## config.mk

```make
export PLATFORM = sky130hd
export DESIGN_NAME = module_countdown_8_bit_flat
export DESIGN_NICKNAME = d
export VERILOG_FILES = /design/src/rtl/module_counter_pkg.sv /design/src/rtl/module_countdown_8_bit_if.sv /design/src/rtl/module_countdown_8_bit_prescaler.sv /design/src/rtl/module_countdown_8_bit.sv /design/src/flat_wrapper.sv
export SDC_FILE = /design/constraint.sdc
export NUM_CORES = 1
export LEC_CHECK = 0
export BUFFER_PORTS_ARGS = -buffer_cell sky130_fd_sc_hd__buf_4
export CAP_MARGIN = 15
export CORE_MARGIN = 2
export CORE_UTILIZATION = 55
export CTS_BUF_LIST = sky130_fd_sc_hd__clkbuf_4 sky130_fd_sc_hd__clkbuf_8
export DETAILED_ROUTE_END_ITERATION = 8
export GPL_ROUTABILITY_DRIVEN = 0
export GPL_TIMING_DRIVEN = 0
export PLACE_DENSITY = 0.88
export SLEW_MARGIN = 20
export SYNTH_ARGS = -nofsm -noshare
export SYNTH_HDL_FRONTEND = slang
export SYNTH_SLANG_ARGS = --single-unit
export TNS_END_PERCENT = 5
```

## constraint.sdc

```tcl
create_clock -name clk_in -period 3 [get_ports clk_in]
set_clock_uncertainty 0.1 [all_clocks]
set_input_delay 0.6 -clock clk_in [delete_from_list [all_inputs] [get_ports clk_in]]
set_output_delay 0.6 -clock clk_in [all_outputs]
set_load 0.1 [all_outputs]
```

## src/rtl/module_counter_pkg.sv

```systemverilog
// -----------------------------------------------------------------------------
// module_counter_pkg
// Shared definitions for the counter family (up-counter / countdown timer).
//   DEFAULT_WIDTH : default counter width
//   ST_IDLE/ST_RUN/ST_DONE : FSM state encodings
//   is_loadable() : 1 when a state accepts a new load
// -----------------------------------------------------------------------------
package module_counter_pkg;

  localparam int DEFAULT_WIDTH = 8;

  typedef logic [1:0] state_t;

  localparam logic [1:0] ST_IDLE = 2'd0;
  localparam logic [1:0] ST_RUN  = 2'd1;
  localparam logic [1:0] ST_DONE = 2'd2;

  function automatic logic is_loadable(input state_t st);
    return (st == ST_IDLE) || (st == ST_DONE);
  endfunction

endpackage

```

## src/rtl/module_countdown_8_bit_if.sv

```systemverilog
// -----------------------------------------------------------------------------
// module_countdown_8_bit_if
// Control / status bundle of the countdown timer.
//   load_valid, load_value, load_ready : load handshake
//   reload_en, active, abort           : run control
//   out, borrow, busy, done            : registered status
// master = controller side, slave = timer side.
// -----------------------------------------------------------------------------
interface module_countdown_8_bit_if #(
  parameter int WIDTH = module_counter_pkg::DEFAULT_WIDTH
);
  logic             load_valid;
  logic [WIDTH-1:0] load_value;
  logic             load_ready;
  logic             reload_en;
  logic             active;
  logic             abort;
  logic [WIDTH-1:0] out;
  logic             borrow;
  logic             busy;
  logic             done;

  modport master (
    output load_valid, load_value, reload_en, active, abort,
    input  load_ready, out, borrow, busy, done
  );

  modport slave (
    input  load_valid, load_value, reload_en, active, abort,
    output load_ready, out, borrow, busy, done
  );
endinterface

```

## src/rtl/module_countdown_8_bit_prescaler.sv

```systemverilog
// -----------------------------------------------------------------------------
// module_prescaler
// Divides enabled cycles by PRESCALE; tick is high on the enabled cycle that
// completes a group of PRESCALE enabled cycles.
//   clk_in, rst_in : clock, async active-high reset
//   clear          : synchronous return of the count to 0 (wins over enable)
//   enable         : count this cycle; the count holds while low
//   tick           : combinational, enable && count == PRESCALE-1
// -----------------------------------------------------------------------------
module module_prescaler #(
  parameter int PRESCALE = 1
) (
  input  logic clk_in,
  input  logic rst_in,
  input  logic clear,
  input  logic enable,
  output logic tick
);
  localparam int CW = (PRESCALE > 1) ? $clog2(PRESCALE) : 1;
  localparam logic [CW-1:0] LAST = CW'(PRESCALE - 1);

  logic [CW-1:0] count_reg;

  // With PRESCALE==1 LAST is 0 and the count never leaves 0, so tick == enable.
  assign tick = enable && (count_reg == LAST);

  always_ff @(posedge clk_in or posedge rst_in) begin
    if (rst_in) begin
      count_reg <= '0;
    end else if (clear) begin
      count_reg <= '0;
    end else if (enable) begin
      count_reg <= tick ? '0 : count_reg + CW'(1);
    end
  end
endmodule

```

## src/rtl/module_countdown_8_bit.sv

```systemverilog
// -----------------------------------------------------------------------------
// module_countdown_8_bit
// Loadable modulo down-counter / timer with optional auto-reload.
//   clk_in : clock
//   rst_in : async active-high reset
//   bus    : slave side of module_countdown_8_bit_if
//            (load handshake, reload_en/active/abort, out/borrow/busy/done)
// A loaded value counts down on prescaled active ticks; reaching terminal
// count emits a one-cycle borrow and either reloads or stops in DONE.
// -----------------------------------------------------------------------------
module module_countdown_8_bit
  import module_counter_pkg::*;
#(
  parameter int WIDTH    = DEFAULT_WIDTH,
  parameter int PRESCALE = 1
) (
  input  logic                    clk_in,
  input  logic                    rst_in,
  module_countdown_8_bit_if.slave bus
);
  state_t           state_reg;
  logic [WIDTH-1:0] out_reg;
  logic [WIDTH-1:0] reload_reg;
  logic             borrow_reg;
  logic             busy_reg;
  logic             done_reg;

  logic running;
  logic load_fire;
  logic pre_clear;
  logic pre_enable;
  logic tick;

  assign running   = (state_reg == ST_RUN);
  assign load_fire = is_loadable(state_reg) && bus.load_valid;

  // Abort outranks counting, so it also keeps the prescaler from advancing.
  assign pre_clear  = load_fire || (running && bus.abort);
  assign pre_enable = running && bus.active && !bus.abort;

  module_prescaler #(
    .PRESCALE(PRESCALE)
  ) u_prescaler (
    .clk_in (clk_in),
    .rst_in (rst_in),
    .clear  (pre_clear),
    .enable (pre_enable),
    .tick   (tick)
  );

  always_ff @(posedge clk_in or posedge rst_in) begin
    if (rst_in) begin
      state_reg  <= ST_IDLE;
      out_reg    <= '0;
      reload_reg <= '0;
      borrow_reg <= 1'b0;
      busy_reg   <= 1'b0;
      done_reg   <= 1'b0;
    end else begin
      borrow_reg <= 1'b0;
      case (state_reg)
        ST_IDLE, ST_DONE: begin
          if (bus.load_valid) begin
            out_reg    <= bus.load_value;
            reload_reg <= bus.load_value;
            if (bus.load_value != '0) begin
              state_reg <= ST_RUN;
              busy_reg  <= 1'b1;
              done_reg  <= 1'b0;
            end else begin
              // A zero load is already at terminal count.
              state_reg  <= ST_DONE;
              borrow_reg <= 1'b1;
              busy_reg   <= 1'b0;
              done_reg   <= 1'b1;
            end
          end
        end
        ST_RUN: begin
          if (bus.abort) begin
            state_reg <= ST_IDLE;
            out_reg   <= '0;
            busy_reg  <= 1'b0;
            done_reg  <= 1'b0;
          end else if (tick) begin
            if (out_reg > WIDTH'(1)) begin
              out_reg <= out_reg - WIDTH'(1);
            end else begin
              // Terminal count; the <=1 test keeps out from wrapping below 0.
              borrow_reg <= 1'b1;
              if (bus.reload_en) begin
                out_reg <= reload_reg;
              end else begin
                out_reg   <= '0;
                state_reg <= ST_DONE;
                busy_reg  <= 1'b0;
                done_reg  <= 1'b1;
              end
            end
          end
        end
        default: begin
          state_reg <= ST_IDLE;
          out_reg   <= '0;
          busy_reg  <= 1'b0;
          done_reg  <= 1'b0;
        end
      endcase
    end
  end

  assign bus.out        = out_reg;
  assign bus.borrow     = borrow_reg;
  assign bus.busy       = busy_reg;
  assign bus.done       = done_reg;
  assign bus.load_ready = is_loadable(state_reg);
endmodule

```

## src/flat_wrapper.sv

```systemverilog
// flat-port wrapper written by rule: the top's interface ports become plain ports
module module_countdown_8_bit_flat import module_counter_pkg::*;
#(
  parameter int WIDTH    = DEFAULT_WIDTH,
  parameter int PRESCALE = 1
)
  (clk_in, rst_in, bus_load_valid, bus_load_value, bus_reload_en, bus_active, bus_abort, bus_load_ready, bus_out, bus_borrow, bus_busy, bus_done);
  module_countdown_8_bit_if #(.WIDTH(WIDTH)) bus_i ();
  input  logic clk_in;
  input  logic rst_in;
  input wire logic [$bits(bus_i.load_valid)-1:0] bus_load_valid;
  input wire logic [$bits(bus_i.load_value)-1:0] bus_load_value;
  input wire logic [$bits(bus_i.reload_en)-1:0] bus_reload_en;
  input wire logic [$bits(bus_i.active)-1:0] bus_active;
  input wire logic [$bits(bus_i.abort)-1:0] bus_abort;
  output wire logic [$bits(bus_i.load_ready)-1:0] bus_load_ready;
  output wire logic [$bits(bus_i.out)-1:0] bus_out;
  output wire logic [$bits(bus_i.borrow)-1:0] bus_borrow;
  output wire logic [$bits(bus_i.busy)-1:0] bus_busy;
  output wire logic [$bits(bus_i.done)-1:0] bus_done;
  assign bus_i.load_valid = bus_load_valid;
  assign bus_i.load_value = bus_load_value;
  assign bus_i.reload_en = bus_reload_en;
  assign bus_i.active = bus_active;
  assign bus_i.abort = bus_abort;
  assign bus_load_ready = bus_i.load_ready;
  assign bus_out = bus_i.out;
  assign bus_borrow = bus_i.borrow;
  assign bus_busy = bus_i.busy;
  assign bus_done = bus_i.done;
  module_countdown_8_bit #(.WIDTH(WIDTH), .PRESCALE(PRESCALE)) u_core (.clk_in(clk_in), .rst_in(rst_in), .bus(bus_i));
endmodule
```

Yosys cells after proc, flatten, opt, wreduce, memory -nomap -nowiden
Index checks and enable logic that the tools add are counted.
Cells by class
  add/subtract/negate cells: 2
  order comparisons: 1
  equality and inequality tests: 6
  multiplexer cells: 35
  bitwise operators: 1
  reductions and logical operators: 15
Operators with widths (number)
  $mux W8: 5
  $mux W1: 19
  $pmux W8 S2: 1
  $mux W2: 6
  $ne A3 B3 Y1 const B: 3
  $gt A8 B1 Y1 const B: 1
  $reduce_bool A8 Y1: 1
  $sub A8 B1 Y8 const B: 1
  $pmux W1 S2: 3
  $logic_and A1 B1 Y1: 5
  $pmux W2 S2: 1
  $reduce_and A2 Y1: 2
  $reduce_and A4 Y1: 1
  $eq A2 B1 Y1 const B: 1
  $eq A2 B2 Y1 const B: 1
  $logic_not A2 Y1: 1
  $logic_or A1 B1 Y1: 2
  $ne A2 B2 Y1 const B: 1
  $reduce_bool A2 Y1: 1
  $reduce_or A2 Y1: 1
  $add A1 B1 Y1 const B: 1
  $logic_not A1 Y1: 1
  $not A1 Y1: 1
Storage, ports and cells
  register bits after elaboration: 22
  input bits: 14
  output and inout bits: 12
  word-level logic and storage cells: 67

Longest topological paths before layout
  depth in word-level cells: 7
  gate-level depth with buffers: 7

Hierarchy
From an unflattened synthesis, not the netlist that was laid out.
Second synthesis, totals
  cells, all modules: 130
  area, all modules: 1153.6 um^2
Modules (own cells, without submodules)
  module_countdown_8_bit: times used 1, cells each 126, area each 1103.6 um^2
  module_prescaler: times used 1, cells each 4, area each 50.0 um^2

Least setup slack after synthesis
OpenSTA, ideal clock, no wires.
  kind: register to register
  start: register u_core.out_reg[2], in the netlist u_core.bus.out[2]
  end: register u_core.out_reg[5], in the netlist u_core.bus.out[5]
  library setup time: 0.092 ns
  arrival: 2.432 ns
  path slack: 0.376 ns
  stages on the path, launching flop included: 6
  path buffers: 1
  clock period less this slack: 2.624 ns
  cell sequence: dfrtp_1 or4_4 or4_1 buf_2 and3_1 o31ai_2
Between the ends
  word-level cells in the longest chain between the ends: 5
Ends and longest elaborated chain
  start: declaration: line module_countdown_8_bit.sv:22  | logic [WIDTH-1:0] out_reg;
  start signal: assignment: line module_countdown_8_bit.sv:64  | out_reg <= bus.load_value;
  start signal: assignment: line module_countdown_8_bit.sv:87  | out_reg <= out_reg - WIDTH'(1);
  start signal: assignment: line module_countdown_8_bit.sv:92  | out_reg <= reload_reg;
  $sub A8 B1 Y8 / $gt A8 B1 Y1 (equally long branches): line module_countdown_8_bit.sv:87, module_countdown_8_bit.sv:86
  $mux W8 (*): line module_countdown_8_bit.sv:86  | if (out_reg > WIDTH'(1)) begin
  $mux W8 (*): line module_countdown_8_bit.sv:85  | end else if (tick) begin
  $mux W8 (*): line module_countdown_8_bit.sv:80  | if (bus.abort) begin
  $pmux W8 S2 (*): line module_countdown_8_bit.sv:61  | case (state_reg)
Every way passes the cells marked *; elsewhere a longest branch is shown, timed or not. The select of a mux whose other input is x is not followed.
A chain may end at the register's enable or synchronous reset.

Worst setup path after layout
Ends and elaborated chain as after synthesis.

==> impl_results.md <==
- Status: finished, final reports clean
- Largest buffer count on any clock path: 2
- WL/cell: 16.9 um
- Routed WL: 2840 um
- DRC errors left: 0
- Area Growth Syn to Fin: 23.4%
- Final slew viol count: 0
- Post-Syn Nets: 129
- Design area: 1410 um2
- Post-route clock period utilization: 77.2%
- Final core utilization: 71.7%
- Clock Sinks: 20
- Reg2reg path depth: 5
- Die footprint: 2460 um2
- WP data arrival: 2.45 ns
- Final setup TNS: 0 ns
- Synthesized cell area: 1140 um2
- R2r endpoint: u_core.bus.out[5]
- Die width: 49.6 um
- Worst Setup End Kind: flop
- Hold WC Path Type: in2async
- Routed vias/inst: 6.25
- Library cells used by synthesis: 34
- Most Crowded Layer GR: met2
- Starting density of the core: 58.2%
- Register area share after synthesis: 43.9%
- Number of global-route vias before repair: 1,048
- Antenna diode count: 0
- Post-route insts no fill: 168
- R2R Setup Slk: 0.68 ns
- Setup Buffers After CTS: 0
- Critical path cell sequence: or4_4 > or4_1 > buf_2 > and3_1 > o31ai_2
- Die Span Y: 49.6 um
- Final setup fails: 0
- Synth Instances: 113
- Most frequent cells in the layout: 24 x buf_4, 20 x dfrtp_1, 9 x mux2_2
- Post-CTS Resized: 0
- Antenna Violating Nets Remaining: 0
- Core footprint: 1960 um2
- GRT Total Usage: 25.5%
- Max_cap viols: 0
- Hold Violations, Final: 0
- TritonCTS clock tree: yes
- Met3 usage: 5.45%
- Post-CTS Hold Fix Bufs: 0
- I/O pin cnt: 26
- Met2 GRT Util: 41.3%
- Gr ovfl total: 0
- Total number of vias: 1,050
- Seq cells post-synth: 20
- Largest net degree at the start of global routing: 21
- Kind of critical path: reg2reg
- Worst path required time: 3.13 ns
- Layout cells sized above 1: 32.6%
- # rows: 16
- Avg Cell Area, Syn: 10.1 um2
- Critical Path Fanout Max: 7
- RSZ-0062 raised after global routing: false
- Fillers: 136
- Slew @ Worst Pin: 0.881 ns
- M1 GR Usage: 32.9%
- Tmin final: 2.32 ns
- Drt first pass iters: 5
- DPL Wire Length: 1990 um
- Latest clock arrival within the worst-skew pair: 0.31 ns
- CTS buffer count: 3
- Number of port buffers: 24
- Placed cells: 164
- Commonest non-fill, non-tap cell in the layout: buf_4
- Layout Nets: 158
- CTS H-tree lvls: 1
- RR Startpoint: u_core.bus.out[2]
- Largest stage delay on the critical path: 0.61 ns
- Slowest cell on crit path: or4_4
- Kind of start point of the critical path: flop
- Clock-pin slew on the worst setup and hold paths: 0.12 ns
- Rel. slew slack: 41.3%
- First-pass GRT wire length: 4840 um
- YS warnings: 0
- Max Fclk: 432 MHz
- Starting DRT DRC Count: 54
- DP Area: 1360 um2
- CTS Root Cell: clkbuf_4
- Initial antenna violation count: 0
-- through the flow --
step	setup WS, ns	hold WS, ns
finish	0.683	0.311
detailed placement	0.642	0.396
global route	0.603	0.368
global placement	0.671	0.389
floorplan	0.376	0.381
CTS	0.684	0.335
-- cell usage after synthesis --
cell type,count,area [um2]
or4_4,1,11.3
or4_2,1,8.76
nor2b_1,3,18.8
buf_2,1,5.00
o32a_1,1,10.0
inv_1,7,26.3
nor3_1,3,15.0
nand2_1,8,30.0
xor2_1,3,26.3
clkbuf_1,2,7.51
buf_1,1,3.75
o32ai_1,1,8.76
or4_1,5,37.5
o31ai_1,1,7.51
o21ai_0,8,40.0
nor3b_1,3,22.5
ha_1,2,25.0
a22oi_1,8,60.1
nor4_4,1,21.3
o31ai_2,1,12.5
nand4_1,2,12.5
o22ai_1,2,12.5
mux2_2,9,101
or3b_2,2,17.5
a21oi_1,2,10.0
o31a_2,1,10.0
a21boi_0,1,7.51
nand3_1,4,20.0
or3_2,1,7.51
and3_1,1,6.26
mux2i_1,1,10.0
nor2_1,5,18.8
o311ai_0,1,8.76
dfrtp_1,20,500
-- worst max-delay path: cells and delay by family (launching register included) --
| family | cells | cell delay (ns) |
|---|---|---|
| DFF | 1 | 0.48 |
| buffers and inverters | 1 | 0.17 |
| and+or+nand+nor | 3 | 1.28 |
| AOI/OAI and AO/OA | 1 | 0.20 |
-- per-layer routing --
layer,vias to the layer above,wire [um]
li1,486,-
met1,504,1220
met2,52,1400
met3,8,174
met4,0,44
met5,-,0
-- how the worst max path moves through the flow --
stage	start	to	slack (ns)	cells past startpoint
after floorplan	u_core.bus.out[2]	u_core.bus.out[5]	0.38	5
after global placement	bus_abort	u_core.bus.out[6]	0.67	5
after detailed placement	bus_abort	u_core.bus.out[2]	0.64	4
after CTS	u_core.bus.out[2]	u_core.bus.out[5]	0.68	5
after global routing	u_core.bus.out[2]	u_core.bus.out[1]	0.60	4
final	u_core.bus.out[2]	u_core.bus.out[5]	0.68	5
-- final cells by class --
cell class | instances | area (um2) | share of cell area (%)
Clock inverter | 1 | 30.0 | 2.13
Inverter | 7 | 26.3 | 1.87
Timing Repair Buffer | 24 | 180 | 12.8
Multi-Input combinational cell | 82 | 598 | 42.5
Clock buffer | 3 | 22.5 | 1.60
Buffer | 4 | 16.3 | 1.16
Tap cell | 27 | 33.8 | 2.40
Sequential cell | 20 | 500 | 35.6
-- cells by family (layout without fill, tap and decap cells) --
logic type / Yosys count / after routing / synth area share, %
xor gates and xnor gates: 3 / 3 / 2.30
and+or+nand+nor: 40 / 40 / 21.7
adders and majority gates: 2 / 2 / 2.19
AOI/OAI and AO/OA: 27 / 27 / 16.4
DFF: 20 / 20 / 43.9
muxes: 10 / 10 / 9.76
buffers and inverters: 11 / 39 / 3.73
Power is not shown: default switching activity piles up to over one toggle a cycle in this logic, so the estimate is an artifact.
